**src/rtl/vedicmult_pipe.sv**
```systemverilog
// vedicmult_pipe - 3-stage pipelined Vedic multiplier with valid/ready streaming.
//
// Each WIDTH-bit operand is split into halves; stage 2 forms the four
// half-width Urdhva-Tiryagbhyam partial products, stage 3 sums them with
// CLA_BLOCK-grouped carry-lookahead adders. The whole pipe advances as one
// unit: adv = ~out_valid | out_ready, so an empty stage still waits behind
// a stalled output.
//
// Optional build macro: VEDIC_SIGNED_EN
//   defined   - a, b, prod are two's complement; stage 1 stores magnitudes
//               and the product sign, stage 3 negates the result.
//   undefined - unsigned only; no sign logic exists.
//
// Ports:
//   clk        in   clock, rising edge
//   rst_n      in   asynchronous active-low reset
//   in_valid   in   a/b valid
//   in_ready   out  operands accepted this cycle (equals adv)
//   a, b       in   WIDTH-bit operands
//   out_valid  out  prod valid
//   out_ready  in   consumer takes prod
//   prod       out  2*WIDTH-bit product
//   busy       out  any stage holds a valid operation
module vedicmult_pipe #(
   parameter int WIDTH     = 8,
   parameter int CLA_BLOCK = 4
) (
   input  logic                 clk,
   input  logic                 rst_n,
   input  logic                 in_valid,
   output logic                 in_ready,
   input  logic [WIDTH-1:0]     a,
   input  logic [WIDTH-1:0]     b,
   output logic                 out_valid,
   input  logic                 out_ready,
   output logic [2*WIDTH-1:0]   prod,
   output logic                 busy
);

   localparam int H  = WIDTH / 2;
   localparam int PW = 2 * WIDTH;

   // Urdhva-Tiryagbhyam: column k of the product is the sum of all cross
   // terms x[i]&y[j] with i+j==k plus the carry out of column k-1.
   function automatic logic [WIDTH-1:0] vedic_half(input logic [H-1:0] x,
                                                   input logic [H-1:0] y);
      logic [WIDTH-1:0] res;
      logic [WIDTH:0]   acc;
      logic [WIDTH:0]   carry;
      res   = '0;
      carry = '0;
      for (int k = 0; k < 2*H-1; k++) begin
         acc = carry;
         for (int i = 0; i < H; i++) begin
            for (int j = 0; j < H; j++) begin
               if (i + j == k)
                  acc = acc + {{WIDTH{1'b0}}, x[i] & y[j]};
            end
         end
         res[k] = acc[0];
         carry  = acc >> 1;
      end
      res[WIDTH-1] = carry[0];
      return res;
   endfunction

   // Carry-lookahead adder: each CLA_BLOCK group forms its group generate /
   // propagate so the block carry-out depends only on the block carry-in.
   function automatic logic [PW-1:0] cla_add(input logic [PW-1:0] x,
                                             input logic [PW-1:0] y,
                                             input logic          cin);
      logic [PW-1:0] g;
      logic [PW-1:0] p;
      logic [PW:0]   c;
      logic          gg;
      logic          gp;
      g    = x & y;
      p    = x ^ y;
      c    = '0;
      c[0] = cin;
      for (int blk = 0; blk < PW / CLA_BLOCK; blk++) begin
         gg = 1'b0;
         gp = 1'b1;
         for (int i = 0; i < CLA_BLOCK; i++) begin
            int idx;
            idx        = blk * CLA_BLOCK + i;
            c[idx+1]   = g[idx] | (p[idx] & c[idx]);
            gg         = g[idx] | (p[idx] & gg);
            gp         = gp & p[idx];
         end
         c[(blk+1)*CLA_BLOCK] = gg | (gp & c[blk*CLA_BLOCK]);
      end
      return p ^ c[PW-1:0];
   endfunction

   logic             adv;
   logic             v1_q, v1_d, v2_q, v2_d, v3_q, v3_d;
   logic [WIDTH-1:0] a1_q, a1_d, b1_q, b1_d;
   logic [WIDTH-1:0] ll_q, ll_d, lh_q, lh_d, hl_q, hl_d, hh_q, hh_d;
   logic [PW-1:0]    p3_q, p3_d;
   logic [PW-1:0]    mid_sum, part_sum, p_full;
`ifdef VEDIC_SIGNED_EN
   logic             s1_q, s1_d, s2_q, s2_d;
`endif

   assign adv       = ~v3_q | out_ready;
   assign in_ready  = adv;
   assign out_valid = v3_q;
   assign prod      = p3_q;
   assign busy      = v1_q | v2_q | v3_q;

   // stage 1: operand capture
   always_comb begin
      v1_d = v1_q;
      a1_d = a1_q;
      b1_d = b1_q;
`ifdef VEDIC_SIGNED_EN
      s1_d = s1_q;
`endif
      if (adv) begin
         v1_d = in_valid;
`ifdef VEDIC_SIGNED_EN
         // -2^(WIDTH-1) negates to itself, which read unsigned is the exact magnitude
         a1_d = a[WIDTH-1] ? (~a + {{(WIDTH-1){1'b0}}, 1'b1}) : a;
         b1_d = b[WIDTH-1] ? (~b + {{(WIDTH-1){1'b0}}, 1'b1}) : b;
         s1_d = a[WIDTH-1] ^ b[WIDTH-1];
`else
         a1_d = a;
         b1_d = b;
`endif
      end
   end

   // stage 2: half-width partial products
   always_comb begin
      v2_d = v2_q;
      ll_d = ll_q;
      lh_d = lh_q;
      hl_d = hl_q;
      hh_d = hh_q;
`ifdef VEDIC_SIGNED_EN
      s2_d = s2_q;
`endif
      if (adv) begin
         v2_d = v1_q;
         ll_d = vedic_half(a1_q[H-1:0],     b1_q[H-1:0]);
         lh_d = vedic_half(a1_q[H-1:0],     b1_q[WIDTH-1:H]);
         hl_d = vedic_half(a1_q[WIDTH-1:H], b1_q[H-1:0]);
         hh_d = vedic_half(a1_q[WIDTH-1:H], b1_q[WIDTH-1:H]);
`ifdef VEDIC_SIGNED_EN
         s2_d = s1_q;
`endif
      end
   end

   // stage 3: P = LL + ((LH+HL) << H) + (HH << WIDTH), all at full product width
   always_comb begin
      mid_sum  = cla_add({{WIDTH{1'b0}}, lh_q}, {{WIDTH{1'b0}}, hl_q}, 1'b0);
      part_sum = cla_add({{WIDTH{1'b0}}, ll_q}, mid_sum << H, 1'b0);
      p_full   = cla_add(part_sum, {hh_q, {WIDTH{1'b0}}}, 1'b0);
`ifdef VEDIC_SIGNED_EN
      if (s2_q)
         p_full = cla_add(~p_full, '0, 1'b1);
`endif
      v3_d = v3_q;
      p3_d = p3_q;
      if (adv) begin
         v3_d = v2_q;
         p3_d = p_full;
      end
   end

   always_ff @(posedge clk or negedge rst_n) begin
      if (!rst_n) begin
         v1_q <= 1'b0;
         v2_q <= 1'b0;
         v3_q <= 1'b0;
         a1_q <= '0;
         b1_q <= '0;
         ll_q <= '0;
         lh_q <= '0;
         hl_q <= '0;
         hh_q <= '0;
         p3_q <= '0;
`ifdef VEDIC_SIGNED_EN
         s1_q <= 1'b0;
         s2_q <= 1'b0;
`endif
      end else begin
         v1_q <= v1_d;
         v2_q <= v2_d;
         v3_q <= v3_d;
         a1_q <= a1_d;
         b1_q <= b1_d;
         ll_q <= ll_d;
         lh_q <= lh_d;
         hl_q <= hl_d;
         hh_q <= hh_d;
         p3_q <= p3_d;
`ifdef VEDIC_SIGNED_EN
         s1_q <= s1_d;
         s2_q <= s2_d;
`endif
      end
   end

endmodule

```
**config.mk**
```make
export PLATFORM = sky130hd
export DESIGN_NAME = vedicmult_pipe
export DESIGN_NICKNAME = d
export VERILOG_FILES = /design/src/rtl/vedicmult_pipe.sv
export SDC_FILE = /design/constraint.sdc
export NUM_CORES = 1
export LEC_CHECK = 0
export ABC_AREA = 0
export CAP_MARGIN = 15
export CORE_AREA = 2 2 109 111
export CTS_CLUSTER_DIAMETER = 150
export DETAILED_ROUTE_END_ITERATION = 6
export DIE_AREA = 0 0 111 113
export PLACE_DENSITY_LB_ADDON = 0.1
export SYNTH_ARGS = -nofsm -noshare
export SYNTH_HDL_FRONTEND = slang
export SYNTH_SLANG_ARGS = --single-unit
```
**constraint.sdc**
```tcl
create_clock -name clk -period 15.8 [get_ports clk]
set_clock_uncertainty 0.2 [all_clocks]
set_input_delay 3.16 -clock clk [delete_from_list [all_inputs] [get_ports clk]]
set_output_delay 3.16 -clock clk [all_outputs]
set_load 0.005 [all_outputs]
```
# Yosys cells after proc, flatten, opt, wreduce, memory -nomap -nowiden
# Index checks and enable logic that the tools add are counted.
[word_totals] register_bits=67 wordCells=328 output_inout_bits=19 input_bits=20
[classes] muxes=60 bitwise_logic=198 n_addsub=60
[ops] operator="bitwise AND 1 bit" n=129
[ops] operator="adder 5 x 1 -> 5 bit" n=16
[ops] operator="2-to-1 mux 5 bit" n=16
[ops] operator="adder 6 x 1 -> 6 bit" n=12
[ops] operator="2-to-1 mux 6 bit" n=12
[ops] operator="adder 7 x 1 -> 7 bit" n=8
[ops] operator="2-to-1 mux 7 bit" n=8
[ops] operator="bitwise OR 1 bit" n=53
[ops] operator="adder 4 x 1 -> 4 bit" n=12
[ops] operator="2-to-1 mux 4 bit" n=12
[ops] operator="XOR 16 bit" n=3
[ops] operator="2-to-1 mux 8 bit" n=4
[ops] operator="adder 3 x 1 -> 3 bit" n=8
[ops] operator="2-to-1 mux 3 bit" n=8
[ops] operator="XOR 8 x 16 -> 16 bit" n=1
[ops] operator="bitwise AND 15 bit" n=1
[ops] operator="bitwise AND 8 x 15 -> 15 bit" n=1
[ops] operator="XOR 8 x 12 -> 12 bit" n=1
[ops] operator="adder 2 x 1 -> 2 bit" n=4
[ops] operator="bitwise AND 8 bit" n=1
[ops] operator="XOR 8 bit" n=1
[ops] operator="bitwise AND 1 bit, first input constant" n=3
[ops] operator="bitwise OR 1 bit, first input constant" n=3
[ops] operator="inverter 1 bit" n=1

# Longest topological paths before layout
[depth] depth_word=52 ltp_mapped=29 depth_no_buf=29

# Worst setup path before layout
# OpenSTA, ideal clock, no wires.
[synth_timing] kind="register to register" startpoint="register a1_q[1]" endpoint="register ll_q[7]" setup_time_ps=92 slack_ps=8353 synth_period_minus_slack_ps=7447 arrival_time_ps=7156 path_stages_with_launch=30 path_buffers=0 t_required_ps=15508 cell_sequence="dfrtp_1 and2_1 ha_1 fa_1 ha_1 inv_1 fa_1 inv_1 ha_1 ha_1 ha_1 ha_1 ha_1 xnor2_1 xnor3_1 ha_1 ha_1 xnor2_1 xnor3_1 xnor2_1 ha_1 ha_1 ha_1 xor2_1 xnor2_1 and3_1 or4_4 a211o_1 and3_4 o31ai_2"
[synth_between] elab_chain_cells=28 elab_cells_between_ends=31 cone_classes="add/sub (14); mux (13); bitwise (4)"
[synth_rtl] item="start: declaration" line_no="98" rtl="logic [WIDTH-1:0] a1_q, a1_d, b1_q, b1_d;"
[synth_rtl] item="start signal: assignment" line_no="178" rtl="a1_q <= '0;"
[synth_rtl] item="start signal: assignment" line_no="193" rtl="a1_q <= a1_d;"
[synth_rtl] item="bitwise AND 1 bit" line_no="57" rtl="acc = acc + {{WIDTH{1'b0}}, x[i] & y[j]};"
[synth_rtl] item="adder 7 x 1 -> 7 bit" line_no="57"
[synth_rtl] item="2-to-1 mux 7 bit" line_no="144" rtl="if (adv) begin"
[synth_rtl] item="adder 6 x 1 -> 6 bit" line_no="57"
[synth_rtl] item="2-to-1 mux 6 bit" line_no="144"
[synth_rtl] item="adder 6 x 1 -> 6 bit" line_no="57"
[synth_rtl] item="2-to-1 mux 6 bit" line_no="144"
[synth_rtl] item="adder 6 x 1 -> 6 bit" line_no="57"
[synth_rtl] item="[12 not listed]"
[synth_rtl] item="2-to-1 mux 4 bit (*)" line_no="144"
[synth_rtl] item="adder 4 x 1 -> 4 bit (*)" line_no="57"
[synth_rtl] item="2-to-1 mux 4 bit (*)" line_no="144"
[synth_rtl] item="adder 3 x 1 -> 3 bit (*)" line_no="57"
[synth_rtl] item="2-to-1 mux 3 bit (*)" line_no="144"
[synth_rtl] item="adder 3 x 1 -> 3 bit (*)" line_no="57"
[synth_rtl] item="2-to-1 mux 3 bit (*)" line_no="144"
[synth_rtl] item="adder 2 x 1 -> 2 bit (*)" line_no="57"
[synth_rtl] item="end signal: assignment" line_no="195" rtl="ll_q <= ll_d;"
[synth_rtl] item="end: declaration" line_no="99" rtl="logic [WIDTH-1:0] ll_q, ll_d, lh_q, lh_d, hl_q, hl_d, hh_q, hh_d;"
# Every way passes the cells marked *; elsewhere a longest branch is shown, timed or not. The select of a mux whose other input is x is not followed.
# A chain may end at the register's enable or synchronous reset.

# Worst setup path after layout
[layout_timing] startpoint="input port out_ready" endpoint="output port in_ready"
[layout_between] elab_chain_cells=1
[layout_rtl] item="start: declaration" line_no="35" rtl="input logic out_ready,"
[layout_rtl] item="bitwise OR 1 bit" line_no="106" rtl="assign adv = ~v3_q | out_ready;"
[layout_rtl] item="end: declaration" line_no="31" rtl="output logic in_ready,"
# Every way passes these cells.

==> results_dict.tcl <==
set metrics [dict create \
    yosysSeqAreaShare_pct 25.2 \
    syn_inst 756 \
    period_needed_ns 8.05 \
    setup_viol 0 \
    crit_path_start_kind "input port" \
    drtIter0Drc 335 \
    synth_edf_count 0 \
    first_global_vias 5137 \
    core_um2 11300 \
    fin_cells 933 \
    drive_above_1_share_pct 5.06 \
    drc_errors 0 \
    cts_buffer_depth 2 \
    crit_path_max_fanout 51 \
    nFillCells 927 \
    start_util_pct 59.1 \
    diodes 0 \
    netlist_top_cells_count "nand2_1 (180), ha_1 (108), dfrtp_1 (67), and2_1 (65), inv_1 (47)" \
    hold_violations 0 \
    final_min_period_over_clock_period_pct 50.9 \
    routabilityCongestion 0.816 \
    vias 5176 \
    die_w_um 111 \
    synth_top_area_cell "dfrtp_1" \
    final_cell_area_um2 7450 \
    maxCapViolations 0 \
    synth_warnings 0 \
    hpwl_mm 10.8 \
    die_h_um 113 \
    async_flop_share_pct 100 \
    clkLatencyLatePin_ns 0.33 \
    rows 39 \
    vias_per_cell 5.55 \
    synth.distinct_cells 63 \
    synth_top_area_share_pct 25.2 \
    die_area_um2 12500 \
    syn_avg_cell_area_um2 8.82 \
    antenna_found_initial 0 \
    multi_input_area_um2 4720 \
    grt_max_degree 84 \
    peakVddDrop_mv 0.135 \
    num_io_pins 39 \
    p_per_area_nw_per_um2 139 \
    rsz0062_at_grt "no" \
    maxSlewHeadroom_pct 44.5 \
    ys_ff_latch 67 \
    hp-class "flip-flop to flip-flop" \
    yosys-top-cells-area "dfrtp_1 (25%), ha_1 (20%), nand2_1 (10%), fa_1 (6.6%), and2_1 (6.1%)" \
    critical_path_class "input port to output port" \
    grt-ovfl-total 0 \
    leakagePower_nw 3.85 \
    ctsHoldBuffers 0 \
    tns_ns 0 \
    grt_pass1_wl_mm 24.1 \
    areaGrowthSynthToFinish_pct 11.8 \
    critPathCaptureType "output port" \
    detail_route.wl_per_cell_um 14.8 \
    syn-num-nets 906 \
    io_buffers 38 \
    clock.fmax_mhz 124 \
    cts-root-buf "clkbuf_16" \
    slew_violations 0 \
    tightest_slew_ns 0.832 \
    placed_cells 917 \
    yosysMostFrequentCell "nand2_1" \
    synth_area_um2 6670 \
    placed_area_um2 7150 \
    arrival_ns 4.69 \
    nets 935 \
    routed_wl_mm 13.8 \
    cts_buffers 9 \
    clock_sinks 67 \
    postCtsSetupBuffers 0 \
    drtPass1Iterations 5 \
    regArea_um2 1680 \
    synth_ff_type "dfrtp_1" \
    required_ns 12.44 \
    htreeDepth 3 \
    cts_resized 0 \
    cts_tree "yes" \
    postRouteAntennaNets 0 \
    path_clk_slew_ns 0.05 \
    status "completed" \
    grtUsageTotal_pct 23.3 \
]
stage by stage:
stage	power (mW)	setup WS [ns]	util, %	hold WS, ns
6_report	1.03	7.75	66.1	0.268
5_1_grt	1.14	7.46	66.1	0.302
4_1_cts	1.05	7.75	66.1	0.274
3_5_place_dp	0.846	7.76	63.5	0.261
3_3_place_gp	0.822	7.75	63.5	0.253
2_1_floorplan	0.645	8.35	-	0.239
cells by family after synthesis:
logic type / Yosys count / synth area share [%]
compound gates: 89 / 8.79
xor+xnor: 51 / 8.60
fa+ha+maj: 130 / 26.9
buf+inv: 70 / 4.09
flops: 67 / 25.2
mux: 10 / 1.60
simple gates: 339 / 24.9
routing by layer:
metal / part of all wire, % / global-route usage [%] / vias up
li1: - / - / 2606
met1: 48 / 32.8 / 2484
met2: 48 / 39.7 / 75
met3: 2.6 / 1.82 / 11
met4: 0.97 / 5.50 / 0
met5: 0 / 0 / -
layout make-up:
class	instances	area share (%)
multi-input cells	619	63.4
repair buffers	41	5.34
flip-flops and latches	67	22.5
inverters	47	2.37
well taps	143	2.40
clock buffers	11	3.26
clock inverters	5	0.706
placed cells by master (no fill, tap or decap), drive strengths merged, types with 4 or more instances in the layout:
cell type | synthesis | final
inv | 47 | 47
a21oi | 23 | 23
and2 | 67 | 67
xnor3 | 7 | 7
nand3b | 4 | 4
clkdlybuf4s50 | 0 | 37
xnor2 | 33 | 33
dfrtp | 67 | 67
nand3 | 17 | 17
nor2 | 15 | 15
nand2b | 6 | 6
nor2b | 7 | 7
buf | 4 | 4
xor2 | 11 | 11
clkbuf | 19 | 11
fa | 22 | 22
mux2i | 5 | 5
or3 | 9 | 9
ha | 108 | 108
nor3 | 7 | 7
nand2 | 180 | 180
mux2 | 5 | 5
and3 | 10 | 10
a211o | 4 | 4
o21ai | 25 | 25
flip-flops by register name (all words and copies together) (netlist names):
register	cells
out_valid	1
b1_q	8
ll_q	8
hl_q	8
a1_q	8
v1_q	1
hh_q	8
prod	16
lh_q	8
v2_q	1
worst max-delay path: stages:
cell and delay (ns):
clkdlybuf4s50_1 0.44, nor2b_4 0.11, buf_4 0.46, inv_2 0.06, clkdlybuf4s50_1 0.45
path summary, 6_finish.rpt:
| check | startpoint | endpoint | slack (ns) | cells past startpoint |
|---|---|---|---|---|
| worst max-delay path | out_ready | in_ready | 7.75 | 5 |
| worst min-delay path | prod[14] | prod[14] | 0.27 | 2 |
| worst max register to register | b1_q[0] | ll_q[7] | 7.91 | 28 |
| worst min register to register | prod[14] | prod[14] | 0.27 | 2 |
| max in group asynchronous | rst_n | a1_q[3] | 12.04 | 2 |
| min in group asynchronous | rst_n | prod[14] | 2.81 | 2 |
report_power, final:
| part | switching [mW] | internal, mW |
|---|---|---|
| clock | 0.0707 | 0.125 |
| combinational | 0.286 | 0.249 |
| sequential | 0.0584 | 0.243 |
(Power assumes the default switching activity.)
